$ cat src/rtl/hans_speicher_pkg.sv
// hans_speicher_pkg: shared state/access types and default sizing for the memory arbiter.
package hans_speicher_pkg;
  localparam int STANDARD_ADRESS_BREITE = 24;
  localparam int STANDARD_TIMEOUT = 255;
  typedef enum logic [2:0] {LEERLAUF, INSTR_LESEN, DATEN_LESEN, DATEN_SCHREIBEN, FERTIG} zustand_t;
  typedef enum logic [1:0] {INSTR, LESEN, SCHREIBEN} zugriff_t;
endpackage

$ cat src/rtl/warte_zaehler.sv
// warte_zaehler: clearable wait counter; ende flags the last wait cycle before TIMEOUT expires.
module warte_zaehler #(
  parameter int TIMEOUT = 255
) (
  input  logic Clock,
  input  logic Reset,
  input  logic loeschen,
  input  logic zaehlen,
  output logic ende
);
  localparam int BREITE = TIMEOUT > 1 ? $clog2(TIMEOUT) : 1;
  logic [BREITE-1:0] stand;
  always_ff @(posedge Clock)
    if (Reset || loeschen) stand <= '0;
    else if (zaehlen) stand <= stand + 1'b1;
  assign ende = TIMEOUT != 0 && stand == BREITE'(TIMEOUT - 1);
endmodule

$ cat src/rtl/speicher_arbiter.sv
// speicher_arbiter: merges instruction fetch and data load/store onto one single-port memory bus,
// one access at a time with data-over-instruction priority and a sticky bus timeout flag.
module speicher_arbiter
  import hans_speicher_pkg::*;
#(
  parameter int ADRESS_BREITE = STANDARD_ADRESS_BREITE,
  parameter int TIMEOUT = STANDARD_TIMEOUT
) (
  input  logic                     Clock,
  input  logic                     Reset,
  input  logic [31:0]              InstruktionAdresse,
  input  logic                     LeseInstruktion,
  output logic [31:0]              Instruktion,
  output logic                     InstruktionGeladen,
  input  logic [31:0]              DatenAdresse,
  input  logic [31:0]              DatenRaus,
  input  logic                     LeseDaten,
  input  logic                     SchreibeDaten,
  output logic [31:0]              DatenRein,
  output logic                     DatenGeladen,
  output logic                     DatenGespeichert,
  output logic [ADRESS_BREITE-1:0] SpeicherAdresse,
  output logic [31:0]              SpeicherSchreibDaten,
  output logic                     SpeicherLesen,
  output logic                     SpeicherSchreiben,
  input  logic [31:0]              SpeicherLeseDaten,
  input  logic                     SpeicherBereit,
  output logic                     Busfehler
);
  zustand_t zustand, naechsterZustand;
  zugriff_t art, naechsteArt;
  logic zugriff, zaehlerEnde, abschluss, unusedBits;
  logic [31:0] ergebnis;
  assign unusedBits = ^{InstruktionAdresse[31:ADRESS_BREITE], DatenAdresse[31:ADRESS_BREITE]};
  assign zugriff = zustand == INSTR_LESEN || zustand == DATEN_LESEN || zustand == DATEN_SCHREIBEN;
  assign abschluss = zugriff && (SpeicherBereit || zaehlerEnde);
  // a timed-out read returns zero
  assign ergebnis = SpeicherBereit ? SpeicherLeseDaten : '0;
  warte_zaehler #(.TIMEOUT(TIMEOUT)) zaehler (
    .Clock(Clock),
    .Reset(Reset),
    .loeschen(zustand == LEERLAUF),
    .zaehlen(zugriff && !SpeicherBereit),
    .ende(zaehlerEnde)
  );
  always_comb begin
    naechsteArt = SchreibeDaten ? SCHREIBEN : LeseDaten ? LESEN : INSTR;
    naechsterZustand = zustand;
    if (zustand == LEERLAUF)
      naechsterZustand = SchreibeDaten ? DATEN_SCHREIBEN : LeseDaten ? DATEN_LESEN :
                         LeseInstruktion ? INSTR_LESEN : LEERLAUF;
    else if (zustand == FERTIG) naechsterZustand = LEERLAUF;
    else if (abschluss) naechsterZustand = FERTIG;
  end
  always_ff @(posedge Clock) begin
    if (Reset) begin
      zustand <= LEERLAUF;
      art <= INSTR;
      SpeicherAdresse <= '0;
      SpeicherSchreibDaten <= '0;
      Instruktion <= '0;
      DatenRein <= '0;
      Busfehler <= 1'b0;
    end else begin
      zustand <= naechsterZustand;
      if (zustand == LEERLAUF) begin
        art <= naechsteArt;
        SpeicherAdresse <= (SchreibeDaten || LeseDaten) ? DatenAdresse[ADRESS_BREITE-1:0]
                                                        : InstruktionAdresse[ADRESS_BREITE-1:0];
        if (SchreibeDaten) SpeicherSchreibDaten <= DatenRaus;
      end
      if (abschluss) begin
        if (art == INSTR) Instruktion <= ergebnis;
        if (art == LESEN) DatenRein <= ergebnis;
        if (!SpeicherBereit) Busfehler <= 1'b1;
      end
    end
  end
  assign SpeicherLesen = zustand == INSTR_LESEN || zustand == DATEN_LESEN;
  assign SpeicherSchreiben = zustand == DATEN_SCHREIBEN;
  assign InstruktionGeladen = zustand == FERTIG && art == INSTR;
  assign DatenGeladen = zustand == FERTIG && art == LESEN;
  assign DatenGespeichert = zustand == FERTIG && art == SCHREIBEN;
endmodule

$ cat config.mk
export PLATFORM = sky130hd
export DESIGN_NAME = speicher_arbiter
export DESIGN_NICKNAME = d
export VERILOG_FILES = /design/src/rtl/hans_speicher_pkg.sv /design/src/rtl/warte_zaehler.sv /design/src/rtl/speicher_arbiter.sv
export SDC_FILE = /design/constraint.sdc
export NUM_CORES = 1
export LEC_CHECK = 0
export ABC_AREA = 1
export CELL_PAD_IN_SITES_DETAIL_PLACEMENT = 0
export CELL_PAD_IN_SITES_GLOBAL_PLACEMENT = 2
export CORE_UTILIZATION = 19
export CTS_CLUSTER_DIAMETER = 60
export DETAILED_ROUTE_END_ITERATION = 10
export HOLD_SLACK_MARGIN = 0.03
export PLACE_DENSITY = 0.83
export SLEW_MARGIN = 20
export SYNTH_ARGS = -nofsm -noshare
export SYNTH_HDL_FRONTEND = slang
export SYNTH_SLANG_ARGS = --single-unit
$ cat constraint.sdc
create_clock -name Clock -period 1.5 [get_ports Clock]
set_input_delay 0.225 -clock Clock [delete_from_list [all_inputs] [get_ports Clock]]
set_output_delay 0.225 -clock Clock [all_outputs]
set_load 0.02 [all_outputs]
# Word-level counts from Yosys, hierarchy flattened
# Cells that the tools add are included.
# W data, S select, Z words.
[op_classes] n_addsub=1 n_mul=0 n_div=0 n_lt_le_gt_ge=0 eq_ne=7 shift=0 n_mux=10 bitwise_logic=1 n_reduce_logical=18
[op_table] operator="$mux W32" n=1
[op_table] operator="$mux W24" n=1
[op_table] operator="$mux W3" n=3
[op_table] operator="$add A8 B1 Y8 const B" n=1
[op_table] operator="$eq A8 B8 Y1 const B" n=1
[op_table] operator="$reduce_and A2 Y1" n=4
[op_table] operator="$eq A3 B2 Y1 const B" n=2
[op_table] operator="$mux W2" n=3
[op_table] operator="$logic_and A1 B1 Y1" n=5
[op_table] operator="$logic_or A1 B1 Y1" n=5
[op_table] operator="$eq A3 B1 Y1 const B" n=1
[op_table] operator="$eq A3 B3 Y1 const B" n=1
[op_table] operator="$logic_not A3 Y1" n=1
[op_table] operator="$reduce_bool A3 Y1" n=1
[op_table] operator="$eq A2 B1 Y1 const B" n=1
[op_table] operator="$eq A2 B2 Y1 const B" n=1
[op_table] operator="$logic_not A2 Y1" n=1
[op_table] operator="$mux W1" n=2
[op_table] operator="$logic_not A1 Y1" n=1
[op_table] operator="$not A1 Y1" n=1
[word_totals] regBits=134 latch_bits=0 mem_bits_rw=0 mem_bits_ro=0 input_bits=134 output_inout_bits=126 memories=0

# Logic depth before layout (Yosys ltp)
# Gate-level depths: netlist of run 1.
[depth] ltp_word=7 ltp_mapped=12 ltp_nobuf=10

# Modules after synthesis
# From an unflattened synthesis of run 1, not the netlist that was laid out.
[unflattened] hier_cells=920 hier_area_um2=6019.5
[by_module_without_submodules] mod="speicher_arbiter" instances=1 cells_per_inst=866 area_each_um2=5636.7 seq_area_each_um2=2522.4
[by_module_without_submodules] mod="warte_zaehler" instances=1 cells_per_inst=54 area_each_um2=382.9 seq_area_each_um2=160.2

# Worst setup path before layout of run 1
# OpenSTA, ideal clock, no wires.
[synth_path] path_type="register -> register" start="register zaehler.stand[0]" end="register Instruktion[15]" setup_time_ns=0.113 arrival_time_ns=1.375 t_required_ns=1.387 slack_ns=0.012 path_stages_with_launch=12 n_path_buf=2 cell_sequence="dfxtp_1 -> inv_1 -> ha_1 -> inv_1 -> nor2_1 -> nand2_2 -> nand2_4 -> nand3_2 -> buf_2 -> buf_6 -> nor2_1 -> nor2_1"
[synth_between] elab_chain_len=4
[synth_lines] element="start: declaration" line_no="warte_zaehler.sv:12" text="logic [BREITE-1:0] stand;"
[synth_lines] element="start signal: assignment" line_no="warte_zaehler.sv:15" text="else if (zaehlen) stand <= stand + 1'b1;"
[synth_lines] element="$eq A8 B8 Y1" line_no="warte_zaehler.sv:16" text="assign ende = TIMEOUT != 0 && stand == BREITE'(TIMEOUT - 1);"
[synth_lines] element="$logic_or A1 B1 Y1" line_no="speicher_arbiter.sv:36" text="assign abschluss = zugriff && (SpeicherBereit || zaehlerEnde);"
[synth_lines] element="$logic_and A1 B1 Y1" line_no="speicher_arbiter.sv:36"
[synth_lines] element="$reduce_and A2 Y1 (no line)"
[synth_lines] element="end signal: assignment" line_no="speicher_arbiter.sv:73" text="if (art == INSTR) Instruktion <= ergebnis;"
[synth_lines] element="end: declaration" line_no="speicher_arbiter.sv:13" text="output logic [31:0] Instruktion,"
# No other way between the ends.
# A chain may end at the register's enable or synchronous reset.

# Worst setup path after layout of run 1
[layout_path] start="register zustand[1]" end="output port SpeicherLesen"
[layout_between] elab_chain_len=2
[layout_lines] element="start: declaration" line_no="speicher_arbiter.sv:30" text="zustand_t zustand, naechsterZustand;"
[layout_lines] element="start signal: assignment" line_no="speicher_arbiter.sv:65" text="zustand <= naechsterZustand;"
[layout_lines] element="$eq A3 B1 Y1 / $eq A3 B2 Y1 (equally long branches)" line_no="speicher_arbiter.sv:79" text="assign SpeicherLesen = zustand == INSTR_LESEN || zustand == DATEN_LESEN;"
[layout_lines] element="$logic_or A1 B1 Y1 *" line_no="speicher_arbiter.sv:79"
[layout_lines] element="end: declaration" line_no="speicher_arbiter.sv:24" text="output logic SpeicherLesen,"
# Every way passes the cells marked *; elsewhere a longest branch is shown, timed or not.

==> impl_metrics.tcl, run 1 <==
set metrics [dict create \
    final_period_minus_worst_setup_slack_ps 1560 \
    flow.area_growth_from_synthesis_pct 74.7 \
    num-nets-final 1273 \
    synthesis.nets 984 \
    synth_common_cells "sky130_fd_sc_hd__nand2_1, sky130_fd_sc_hd__nor2_1, sky130_fd_sc_hd__dfxtp_1, sky130_fd_sc_hd__inv_1, sky130_fd_sc_hd__o21ai_0" \
    critical_path.startpoint_type "flip-flop" \
    gp_congestion 0.780 \
    finish.cell_count_without_fillers 1540 \
    worst_ir_drop_vdd_v 0.000652 \
    finalSetupViolations 25 \
    synth_enable_flop_cells 0 \
    number_of_global_route_vias_before_repair 5886 \
    synthDominantCellAreaShare_pct 46.0 \
    synth_top_cells_by_area "sky130_fd_sc_hd__dfxtp_1, sky130_fd_sc_hd__nand2_1, sky130_fd_sc_hd__nor2_1" \
    end_kind "output port" \
    post_synth.cell_area_avg_um2 6.88 \
    synth_flop_cell "sky130_fd_sc_hd__dfxtp_1" \
    post_synth_inst_count 848 \
    status "complete, but fails checks" \
    yosys.area.top_type "sky130_fd_sc_hd__dfxtp_1" \
    totalWireLength_um 21100 \
    synth-async-reset-ratio_pct 0 \
    critPathRequiredTime_ps 1270 \
    die_area_um2 31400 \
    cts_htree_levels 4 \
    gr-usage-all-layers_pct 13.5 \
    cts.root.buffer_cell "sky130_fd_sc_hd__clkbuf_16" \
    timing_max_transition_violations_final 0 \
    dr_total_vias 6032 \
    number_of_cells_after_detailed_placement 1485 \
    power_leakage_nw 5.01 \
    end_of_the_worst_register_to_register_path "DatenRein[15]$_SDFFE_PP0P_" \
    clk-insertion-delay-late_ps 420 \
    highest_signal_layer_in_the_routed_design "met5" \
    post_cts_hold_buffer_count 0 \
    setup_ws_ps -62.1 \
    antenna_violating_nets_post_route 0 \
    total_overflow_reported_by_the_global_router 0 \
    cp_max_fo 3 \
    routed_via_density 3.92 \
    drt-initial-drc-count 249 \
    grt_max_degree 50 \
    violated_checks "negative setup slack" \
    ioPinCount 260 \
    drt_drc_violations_left 0 \
    placement_rows 63 \
    routed_wire_length_per_instance_um 13.7 \
    final_area_um2 10200 \
    dieHeight_um 177 \
    clk_transition_reported_paths_ps 70 \
    crit_arrival_ps 1340 \
    wire_length_of_the_first_global_routing_pass_um 32700 \
    fin_crit_sh_pct 104 \
    reg2reg_depth 11 \
    coreArea_um2 29900 \
    die_width_um 177 \
    final_layout_size_suffix_gt1_share_pct 17.7 \
    reg2reg_from "zaehler.stand[0]$_SDFFE_PP0P_" \
    routed_wl_met3_um 1460 \
    critPathMaxStageDelay_ps 360 \
    max_cap_viol_count 0 \
    max_freq_mhz 640 \
    finalCoreUtilization_pct 34.1 \
    rsz0062_at_grt "yes" \
    library_cell_with_the_highest_instance_count_after_synthesis "sky130_fd_sc_hd__nand2_1" \
    detailedPlacementHpwl_um 14400 \
    initial_core_util_pct 19.5 \
    final-hold-violation-count 0 \
    worst_hold_startpoint "DatenRaus[2]" \
    crit_type "reg -> out" \
    critical_path.cell_chain "nor2_4, buf_6, nor2_4, o21a_4, buf_6" \
    timing.slew.headroom_pct 78.2 \
    wl_met1_um 9500 \
    cts_tree "yes" \
    first_pass_iters 4 \
    critPathTopFamily "flip-flops" \
    worst_reg2reg_setup_slack_ps -30 \
    post_synth_num_cell_types 29 \
    cts-root-to-sink-buffers 2 \
    dpl_cell_area_um2 9090 \
    synth.cell_area_um2 5830 \
    numPortBuffers 243 \
    holdPathEnd "SpeicherSchreibDaten[2]$_SDFFE_PP0P_" \
    power_density_nw_per_um2 1270 \
    hold_depth 3 \
    synth_warnings 0 \
    fillerInstances 3209 \
    worstMarginPinSlew_ps 325 \
    antenna_cells_inserted 0 \
    timing.setup.tns_ps -280 \
    antenna_found_initial 1 \
    number_of_buffers_added_by_the_clock_tree_synthesis_step 17 \
    seq_area_um2 2690 \
    synth-seq-area-share_pct 46.0 \
    routed-wl-met2_um 9920 \
    critical_path.n_buffers_inverters 2 \
    numClockSinks 134 \
    clock_skew_ps 11.3 \
    area_occupied_by_multi_input_gates_um2 2690 \
    synth_seq_cells 134 \
    worstHoldPathType "in -> reg" \
    cell_at_the_slowest_stage_of_the_critical_path "sky130_fd_sc_hd__dfxtp_2" \
]
## power by group
group,leakage [nW],internal [mW],total [mW],switching (mW)
sequential,1.10,4.14,4.42,0.285
clock,0.269,2.19,4.09,1.90
combinational,3.64,1.91,4.43,2.52
total,5.01,8.23,12.9,4.71
## flip-flops by register name, summed over array words and instances (netlist names)
| signal | flops |
|---|---|
| DatenRein | 32 |
| Instruktion | 32 |
| SpeicherSchreibDaten | 32 |
| SpeicherAdresse | 24 |
| zaehler.stand | 8 |
| zustand | 3 |
| art | 2 |
| Busfehler | 1 |
## worst max-delay path by stage
stage                                        startpoint                              endpoint  slack (ps)  cells after the start
final                           zustand[1]$_SDFFE_PP0P_                         SpeicherLesen         -60                      5
after global routing            zustand[1]$_SDFFE_PP0P_                         SpeicherLesen        -140                      5
after CTS                 zaehler.stand[0]$_SDFFE_PP0P_             DatenRein[0]$_SDFFE_PP0P_        -120                     12
after detailed placement                 SpeicherBereit          Instruktion[18]$_SDFFE_PP0P_        -160                      7
after global placement                    SchreibeDaten  SpeicherSchreibDaten[7]$_SDFFE_PP0P_        -130                      7
after floorplan           zaehler.stand[0]$_SDFFE_PP0P_          Instruktion[15]$_SDFFE_PP0P_          10                     11
## worst min-delay path, delay by kind of cell
kind                   cells  cell delay [ps]
and+or+nand+nor            2              150
buffers and inverters      1              390
## per-layer routing
metal / up-vias / track usage [%]
met5: - / 0
met4: 2 / 4.09
met1: 2686 / 17.3
met3: 16 / 4.08
li1: 3159 / -
met2: 169 / 21.7
## final cells by class
type	instances	area share (%)
flip-flops and latches	134	26.5
repair buffers	315	31.9
clock inverters	15	1.31
multi-input cells	533	26.4
inverters	136	5.04
clock buffers	17	4.18
well taps	390	4.79
## metrics by stage
stage	hold slack (ps)	total power, mW	setup WS, ps
floorplan	294	6.64	12.1
global placement	437	8.86	-128
detailed placement	447	8.87	-160
CTS	352	12.9	-117
global route	377	13.8	-139
finish	382	12.9	-62.1
## layout by cell type, fill, tap and decap left out, types with 4 or more instances in the layout
master	Yosys	layout
sky130_fd_sc_hd__a21oi_1	6	6
sky130_fd_sc_hd__nor3_2	1	4
sky130_fd_sc_hd__nor2_4	3	9
sky130_fd_sc_hd__clkbuf_16	0	19
sky130_fd_sc_hd__nor2_1	172	146
sky130_fd_sc_hd__mux2i_1	24	24
sky130_fd_sc_hd__nand2_4	1	6
sky130_fd_sc_hd__buf_8	0	5
sky130_fd_sc_hd__buf_12	0	17
sky130_fd_sc_hd__nand2_2	2	28
sky130_fd_sc_hd__dlygate4sd2_1	0	119
sky130_fd_sc_hd__inv_8	0	4
sky130_fd_sc_hd__nor2_2	3	23
sky130_fd_sc_hd__o21ai_0	52	52
sky130_fd_sc_hd__dfxtp_2	0	6
sky130_fd_sc_hd__inv_1	133	127
sky130_fd_sc_hd__nand4_1	33	33
sky130_fd_sc_hd__dfxtp_1	134	127
sky130_fd_sc_hd__buf_4	1	37
sky130_fd_sc_hd__o21ai_1	7	7
sky130_fd_sc_hd__buf_16	0	6
sky130_fd_sc_hd__inv_6	0	5
sky130_fd_sc_hd__inv_2	2	8
sky130_fd_sc_hd__nand2_1	209	178
sky130_fd_sc_hd__buf_6	3	10
sky130_fd_sc_hd__clkdlybuf4s50_1	0	117
sky130_fd_sc_hd__nand3_1	5	4
## cell families (layout without fill, tap and decap cells)
| logic type | after synthesis | after routing | share of synthesized area [%] |
|---|---|---|---|
| AND/OR/NAND/NOR | 435 | 435 | 30.7 |
| buffers and inverters | 181 | 483 | 12.3 |
| flip-flops | 134 | 134 | 46.0 |
| AO/OA/AOI/OAI | 72 | 72 | 6.44 |
| multiplexers | 24 | 24 | 4.12 |
| adder cells (fa/ha/maj) | 2 | 2 | 0.429 |
## repair_timing
| action | CTS | global route |
|---|---|---|
| buffers inserted | 13 | 5 |
| gates cloned | 8 | 2 |
| pin swaps | 21 | 31 |
| gates resized for setup | 199 | 67 |
| setup endpoints to repair | 191 | 107 |
Note: power is estimated with default switching activity, not from simulation.
==> inputs of run 2 (changes only) <==
--- a/config.mk
+++ b/config.mk
@@ -8,6 +8,7 @@
 export ABC_AREA = 1
 export CELL_PAD_IN_SITES_DETAIL_PLACEMENT = 0
 export CELL_PAD_IN_SITES_GLOBAL_PLACEMENT = 2
+export CORE_MARGIN = 2
 export CORE_UTILIZATION = 19
 export CTS_CLUSTER_DIAMETER = 60
 export DETAILED_ROUTE_END_ITERATION = 10
==> impl_metrics.tcl, run 2 (synthesized netlist as in run 1, its figures left out) <==
set metrics [dict create \
    status "finished, final reports clean" \
    first_pass_iters 4 \
    number_of_buffers_added_by_the_clock_tree_synthesis_step 17 \
    fillerInstances 3283 \
    end_kind "output port" \
    ioPinCount 260 \
    final_layout_size_suffix_gt1_share_pct 14.1 \
    num-nets-final 1268 \
    area_occupied_by_multi_input_gates_um2 2560 \
    clk-insertion-delay-late_ps 420 \
    cp_max_fo 3 \
    power_frac_comb_pct 32.1 \
    total_power_mw 13.0 \
    number_of_cells_after_detailed_placement 1494 \
    rsz0062_at_grt "yes" \
    final_area_um2 10000 \
    timing.slew.headroom_pct 73.4 \
    reg.largest.list "DatenRein (32), Instruktion (32), SpeicherSchreibDaten (32)" \
    antenna_violating_nets_post_route 0 \
    final_period_minus_worst_setup_slack_ps 1490 \
    gp_congestion 0.749 \
    netSwitchingFraction_pct 33.2 \
    power_leakage_nw 5.00 \
    max_cap_viol_count 0 \
    number_of_global_route_vias_before_repair 5776 \
    numPortBuffers 243 \
    cts_htree_levels 4 \
    netSwitchingPower_mw 4.33 \
    antenna_cells_inserted 0 \
    wire_length_of_the_first_global_routing_pass_um 31200 \
    hold_depth 3 \
    timing_max_transition_violations_final 0 \
    routed_wire_length_per_instance_um 13.6 \
    seq_power_share_pct 33.9 \
    most-common-layout-cells "sky130_fd_sc_hd__nand2_1, sky130_fd_sc_hd__nor2_1, sky130_fd_sc_hd__inv_1, sky130_fd_sc_hd__dfxtp_1, sky130_fd_sc_hd__dlygate4sd2_1" \
    routed_via_density 3.89 \
    final-hold-violation-count 0 \
    dr_total_vias 5987 \
    flow.area_growth_from_synthesis_pct 71.6 \
    drt-initial-drc-count 256 \
    grt_max_degree 50 \
    initial_core_util_pct 19.2 \
    antenna_found_initial 0 \
    totalWireLength_um 21000 \
    crit_arrival_ps 1270 \
    layout.cells.most_common "sky130_fd_sc_hd__nand2_1" \
    worstHoldPathType "in -> reg" \
    finalSetupViolations 0 \
    whs_ps 386 \
    cts-root-to-sink-buffers 2 \
    finish.cell_count_without_fillers 1540 \
    dpl_cell_area_um2 9140 \
    total_overflow_reported_by_the_global_router 0 \
    cts_tree "yes" \
    cts.root.buffer_cell "sky130_fd_sc_hd__clkbuf_16" \
    detailedPlacementHpwl_um 14600 \
    gr-usage-all-layers_pct 12.7 \
    die_width_um 179 \
    seq_area_um2 2690 \
    reg2reg_depth 12 \
    drt_drc_violations_left 0 \
    intPower_mw 8.72 \
    max_freq_mhz 670 \
    worst_ir_drop_vdd_v 0.000552 \
    power.clock.fraction_pct 34.0 \
    placement_rows 64 \
    coreArea_um2 30400 \
    power_density_nw_per_um2 1300 \
    clock_skew_ps 8.90 \
    critical_path.startpoint_type "flip-flop" \
    worstMarginPinSlew_ps 401 \
    dieHeight_um 179 \
    fin_crit_sh_pct 99.5 \
    crit_type "reg -> out" \
    clk_transition_reported_paths_ps 60 \
    numClockSinks 134 \
    die_area_um2 32100 \
    critPathRequiredTime_ps 1270 \
]
[run 2: per-stage QoR]
step | util, % | setup TNS (ps) | setup slack (ps)
6_report | 32.9 | 0 | 7.60
4_1_cts | 31.8 | -76.1 | -43.4
2_1_floorplan | - | 0 | 12.1
3_3_place_gp | 30.0 | -4000 | -119
5_1_grt | 32.9 | -595 | -70.3
3_5_place_dp | 30.0 | -5220 | -136
[run 2: power by group through the flow]
stage                     clock network, mW  logic (mW)  registers (mW)
after floorplan                           0        1.51            5.14
after global placement                    0        4.42            4.50
after detailed placement                  0        4.42            4.51
after CTS                              4.61        4.14            4.43
after global routing                   4.79        4.62            4.51
final                                  4.44        4.19            4.43
[run 2: worst paths after layout]
kind	endpoint	slack, ps	startpoint
min	SpeicherSchreibDaten[17]$_SDFFE_PP0P_	390	DatenRaus[17]
min reg2reg	SpeicherAdresse[8]$_SDFFE_PP0P_	450	SpeicherAdresse[8]$_SDFFE_PP0P_
max reg2reg	DatenRein[22]$_SDFFE_PP0P_	50	zaehler.stand[0]$_SDFFE_PP0P_
max	InstruktionGeladen	8	zustand[1]$_SDFFE_PP0P_
[run 2: layout make-up]
| cell class | instances | share of cell area [%] |
|---|---|---|
| timing repair buffer | 310 | 31.2 |
| sequential | 134 | 26.9 |
| multi-input combinational | 533 | 25.6 |
| inverter | 136 | 5.12 |
| clock buffer | 23 | 4.98 |
| tap | 396 | 4.95 |
| clock inverter | 8 | 1.20 |
[run 2: routing by layer]
layer	vias up	GRT usage (%)	wire length, um
li1	3148	-	-
met1	2639	15.8	9450
met2	185	20.2	9450
met3	15	5.07	1800
met4	0	3.86	290
met5	-	0	0
[run 2: worst max-delay path, cell delays in order, from the launching register on]
cell	delay [ps]
sky130_fd_sc_hd__dfxtp_2	330
sky130_fd_sc_hd__nor2_4	130
sky130_fd_sc_hd__nand2_2	90
sky130_fd_sc_hd__nor3_2	150
sky130_fd_sc_hd__buf_4	160
[run 2: repair_timing]
action,CTS,global route
pin swaps,3,15
resized for setup,166,44
buffers inserted,0,7
gates cloned,1,7
endpoints found under the setup margin,149,103
hold buffers,0,0
